==> src/rtl/traffic_pkg.sv <==
// Shared types for the two-road traffic-light controller.
//   light_t    : lamp-head encoding driven on La/Lb (2'b11 is never used)
//   tl_state_t : controller state; S0 = A green, S1 = A yellow,
//                S2 = B green, S3 = B yellow
package traffic_pkg;

  typedef enum logic [1:0] {
    GREEN  = 2'b00,
    YELLOW = 2'b01,
    RED    = 2'b10
  } light_t;

  typedef enum logic [1:0] {
    S0 = 2'b00,
    S1 = 2'b01,
    S2 = 2'b10,
    S3 = 2'b11
  } tl_state_t;

endpackage

==> src/rtl/fsm_1_if.sv <==
// Sensor/lamp bundle between the road side and the controller.
//   Ta, Tb : traffic sensors, 1 = cars present (synchronous to clk)
//   La, Lb : lamp heads for street A / street B
// Modports:
//   slave  : the controller (reads sensors, drives lamps)
//   master : the road side / environment (drives sensors, reads lamps)
// There is no valid/ready handshake on this bundle: sensors are level
// inputs sampled every rising edge and lamps are continuously valid levels.
interface fsm_1_if;
  import traffic_pkg::*;

  logic   Ta;
  logic   Tb;
  light_t La;
  light_t Lb;

  modport slave  (input  Ta, Tb, output La, Lb);
  modport master (output Ta, Tb, input  La, Lb);

endinterface

==> src/rtl/fsm_1_yellow_timer.sv <==
// Yellow-phase timer for the traffic controller.
//   clk  : system clock
//   rst  : synchronous active-high reset, clears the count
//   run  : high while the controller sits in a yellow state
//   done : high in the last cycle of the yellow phase
// The count sits at 0 whenever run is low, so it is already cleared on
// entry to a yellow state. It restarts at 0 after done, so it never wraps.
module fsm_1_yellow_timer #(
  parameter int YELLOW_CYCLES = 1
) (
  input  logic clk,
  input  logic rst,
  input  logic run,
  output logic done
);

  localparam int CW = $clog2(YELLOW_CYCLES + 1);
  localparam logic [CW-1:0] LAST = CW'(YELLOW_CYCLES - 1);

  logic [CW-1:0] cnt;

  always_ff @(posedge clk) begin
    if (rst || !run || done) begin
      cnt <= '0;
    end else begin
      cnt <= cnt + CW'(1);
    end
  end

  assign done = (cnt == LAST);

endmodule

==> src/rtl/fsm_1.sv <==
// Two-road traffic-light controller (Moore FSM).
// Street A is the main road, street B the side road. A keeps green while
// it has traffic, then goes through yellow to give green to B; B keeps
// green while it has traffic, then goes through yellow back to A.
//   clk       : system clock, all state changes on the rising edge
//   rst       : synchronous active-high reset -> S0 (A green, B red)
//   bus       : fsm_1_if.slave, sensors Ta/Tb in, lamps La/Lb out
//   dbg_state : current state register, for observation only
// Lamps are decoded from the state register alone, so sensor glitches
// can never reach the lamp heads.
module fsm_1
  import traffic_pkg::*;
#(
  parameter int YELLOW_CYCLES = 1
) (
  input  logic        clk,
  input  logic        rst,
  fsm_1_if.slave      bus,
  output tl_state_t   dbg_state
);

  tl_state_t state;
  tl_state_t next_state;
  logic      yellow_run;
  logic      yellow_done;

  fsm_1_yellow_timer #(
    .YELLOW_CYCLES(YELLOW_CYCLES)
  ) u_yellow_timer (
    .clk  (clk),
    .rst  (rst),
    .run  (yellow_run),
    .done (yellow_done)
  );

  assign yellow_run = (state == S1) || (state == S3);

  always_ff @(posedge clk) begin
    if (rst) begin
      state <= S0;
    end else begin
      state <= next_state;
    end
  end

  // Sensors only matter in the green states; yellow is purely timed.
  always_comb begin
    next_state = S0;
    case (state)
      S0:      next_state = bus.Ta ? S0 : S1;
      S1:      next_state = yellow_done ? S2 : S1;
      S2:      next_state = bus.Tb ? S2 : S3;
      S3:      next_state = yellow_done ? S0 : S3;
      default: next_state = S0;
    endcase
  end

  // Defaults to all-red so any undecoded state fails safe.
  always_comb begin
    bus.La = RED;
    bus.Lb = RED;
    case (state)
      S0:      bus.La = GREEN;
      S1:      bus.La = YELLOW;
      S2:      bus.Lb = GREEN;
      S3:      bus.Lb = YELLOW;
      default: begin
        bus.La = RED;
        bus.Lb = RED;
      end
    endcase
  end

  assign dbg_state = state;

endmodule

==> src/flat_wrapper.sv <==
// flat-port wrapper written by rule: the top's interface ports become plain ports
module fsm_1_flat import traffic_pkg::*;
#(
  parameter int YELLOW_CYCLES = 1
)
  (clk, rst, dbg_state, bus_Ta, bus_Tb, bus_La, bus_Lb);
  fsm_1_if bus_i ();
  input  logic clk;
  input  logic rst;
  output tl_state_t dbg_state;
  input wire logic [$bits(bus_i.Ta)-1:0] bus_Ta;
  input wire logic [$bits(bus_i.Tb)-1:0] bus_Tb;
  output wire logic [$bits(bus_i.La)-1:0] bus_La;
  output wire logic [$bits(bus_i.Lb)-1:0] bus_Lb;
  assign bus_i.Ta = bus_Ta;
  assign bus_i.Tb = bus_Tb;
  assign bus_La = bus_i.La;
  assign bus_Lb = bus_i.Lb;
  fsm_1 #(.YELLOW_CYCLES(YELLOW_CYCLES)) u_core (.clk(clk), .rst(rst), .bus(bus_i), .dbg_state(dbg_state));
endmodule
==> config.mk <==
export PLATFORM = sky130hd
export DESIGN_NAME = fsm_1_flat
export DESIGN_NICKNAME = d
export VERILOG_FILES = /design/src/rtl/traffic_pkg.sv /design/src/rtl/fsm_1_if.sv /design/src/rtl/fsm_1_yellow_timer.sv /design/src/rtl/fsm_1.sv /design/src/flat_wrapper.sv
export SDC_FILE = /design/constraint.sdc
export NUM_CORES = 1
export LEC_CHECK = 0
export BUFFER_PORTS_ARGS = -buffer_cell sky130_fd_sc_hd__buf_2
export CORE_AREA = 2 2 39 41
export CTS_BUF_LIST = sky130_fd_sc_hd__clkbuf_8
export CTS_CLUSTER_SIZE = 40
export DETAILED_ROUTE_END_ITERATION = 8
export DIE_AREA = 0 0 41 43
export SLEW_MARGIN = 20
export SYNTH_ARGS = -nofsm -noshare
export SYNTH_HDL_FRONTEND = slang
export SYNTH_SLANG_ARGS = --single-unit
==> constraint.sdc <==
create_clock -name clk -period 1.8 [get_ports clk]
set_input_delay 0.09 -clock clk [delete_from_list [all_inputs] [get_ports clk]]
set_output_delay 0.09 -clock clk [all_outputs]
set_load 0.03 [all_outputs]
==> results.txt <==
----------------------------------------------------
[Outcome]
  Result of the run ... finished clean

[Synth]
  Post-synthesis net count ... 18
  Number of warnings printed during yosys synthesis ... 0
  Number of flip-flops and latches in the synthesized netlist ... 3
  Count of distinct cell types in the synthesized netlist ... 10
  Mapped Area ... 131 sq um
  Post-synthesis instance total ... 14
  Portion of the post-synthesis area used by sequential elements ... 0.457
  Synthesized area per cell ... 9.38 sq um

[STA]
  Number of hold violations in the final report ... 0
  Setup skew after layout ... 1.13 ps
  Worst-case hold slack ... 49.0 ps
  Final setup violating endpoints ... 0
  Shortest period the worst path allows ... 1140 ps
  Highest attainable clock frequency ... 0.880 GHz
  Share of the clock period used by the worst path after layout ... 0.631
  Summed negative setup slack over all endpoints ... 0 ps
  Unrepaired setup endpoints after global routing ... false
  Final count of pins violating max slew ... 0

[Pwr]
  Lkg Pwr ... 0.122 nW
  Peak supply drop ... 0.215 mV
  Overall power of the completed layout ... 0.000315 W
  Power density relative to cell area ... 1320 nW/um^2

[Routing]
  Total routed wirelength ... 266 microns
  First-pass DRT Iterations ... 2
  Number of remaining DRC errors ... 0
  DRC violation total after the first TritonRoute iteration ... 1
  Vias per Instance ... 2.90
  Final routed wire length divided by cell count ... 6.33 microns
  Total number of vias ... 122
  Number of antenna-violating nets in the routed design ... 0

[Floorplan]
  Chip Height ... 43 microns
  Starting utilization of the core area ... 0.0949
  Die width ... 41 microns
  Core Region ... 1380 sq um
  Cell Rows ... 14
  Die area ... 1760 sq um
  Number of top-level design ports ... 10

[GRT]
  Overflow after GRT ... 0
  Number of global-route vias before repair ... 98
  Maximum number of pins on one net before global-route repair ... 8
  Antenna violations before repair ... 0
  Overall fraction of global-route tracks in use ... 0.0471
  First-pass GRT wire length ... 386 microns

[Cells and area]
  Fill count ... 162
  Fraction of final layout cells sized beyond drive strength 1 ... 0.538
  Antenna diode count ... 0
  Layout net count ... 31
  Area overhead of the layout relative to synthesis ... 81.0%

[Clocking]
  Post-CTS Hold Buffers ... 0
  Clock sinks ... 3
  Number of buffers between clock root and the deepest sink ... 2
  Worst-path clk slew ... 30 ps
  Post-CTS Resized ... 0
  Number of setup buffers added after CTS ... 0
  CTS tree ... done
  Clock tree root driver cell ... clkbuf_8
  Cts bufs inserted ... 3
  Number of H-tree levels ... 1
  Clk_lat worst skew ... 220 ps

[Run]
  Maximum Capacitance Violations ... 0

[Setup path]
  Capturing element type of the critical path ... output pin
  CP Launch Type ... flip-flop
  Type of the setup path with the least slack ... reg2out
  Worst EP required ... 1710 ps
  Endpoint arrival time on the critical path ... 1050 ps
  Highest net fanout along the worst path ... 7

[Placed design]
  Placed wire-length estimate ... 195 microns
  RD Place Congestion ... 0.505
  Quantity of I/O buffers inserted on ports ... 9

[Min path]
  Hold WC Path Type ... in2reg

----------------------------------------------------
## flip-flops by register name, summed over array words and instances, names as in the netlist
name / cells
u_core.u_yellow_timer.cnt: 1
u_core.dbg_state: 2
## where the power goes
part	leakage [nW]	internal [W]	switching (W)	total, W
combinational	0.0704	0.0000177	0.0000290	0.0000467
clock	0.0269	0.000145	0.0000450	0.000190
sequential	0.0250	0.0000721	0.00000561	0.0000777
total	0.122	0.000235	0.0000795	0.000315
## Yosys cell counts, drive strengths merged
cell,n,area (sq um)
and2,1,7.51
and2b,2,16.3
clkbuf,1,3.75
conb,1,3.75
dfxtp,3,60.1
inv,1,3.75
mux2i,2,20.0
nor2,2,7.51
xnor2,1,8.76
## cell type report
type / count / area, sq um / share of cell area
Sequential cell: 3 / 60.1 / 0.253
Tap cell: 16 / 20.0 / 0.0842
Clock inverter: 1 / 3.75 / 0.0158
Multi-Input combinational cell: 9 / 63.8 / 0.268
Clock buffer: 3 / 41.3 / 0.174
Inverter: 1 / 3.75 / 0.0158
Timing Repair Buffer: 9 / 45.0 / 0.189
## per-stage QoR
step	worst slack (ps)	cells	utilization	area, sq um
final	664	42	0.172	238
after global routing	614	42	0.172	238
after CTS	649	42	0.172	238
after detailed placement	881	38	0.139	193
after global placement	889	38	0.139	193
after floorplan	788	14	-	131
## layout by cell type (no fill, tap or decap)
master | Yosys | layout
xnor2_1 | 1 | 1
and2b_2 | 1 | 1
and2b_1 | 1 | 1
inv_1 | 1 | 2
and2_2 | 1 | 1
clkbuf_8 | 0 | 3
mux2i_1 | 2 | 2
dfxtp_1 | 3 | 3
buf_2 | 0 | 9
conb_1 | 1 | 1
nor2_1 | 2 | 2
## worst max-delay path: stages, from the launching register on
cell     delay [ps]
dfxtp_1         420
and2b_2         240
buf_2           170
## final timing paths
path / startpoint / to / slack (ps) / cells past startpoint
max: u_core.dbg_state[1] / bus_La[0] / 660 / 2
min: rst / u_core.dbg_state[1] / 50 / 2
max reg2reg: u_core.dbg_state[1] / u_core.dbg_state[0] / 950 / 3
min reg2reg: u_core.u_yellow_timer.cnt / u_core.dbg_state[0] / 480 / 2
## kinds of logic (layout without fill, tap and decap cells)
| group | after synthesis | count (layout) | synth area share |
|---|---|---|---|
| flops | 3 | 3 | 0.457 |
| simple gates | 5 | 5 | 0.238 |
| buf+inv | 2 | 14 | 0.0571 |
| other cells | 1 | 1 | 0.0285 |
| xor+xnor | 1 | 1 | 0.0667 |
| mux | 2 | 2 | 0.152 |
## routing by layer
metal,track usage,vias up,share of wire
met3,0.0628,2,0.18
met4,0.0800,0,0.064
li1,-,64,-
met5,0,-,0
met2,0.0594,9,0.42
met1,0.0128,47,0.33
Power figures use the tool's default switching activity.
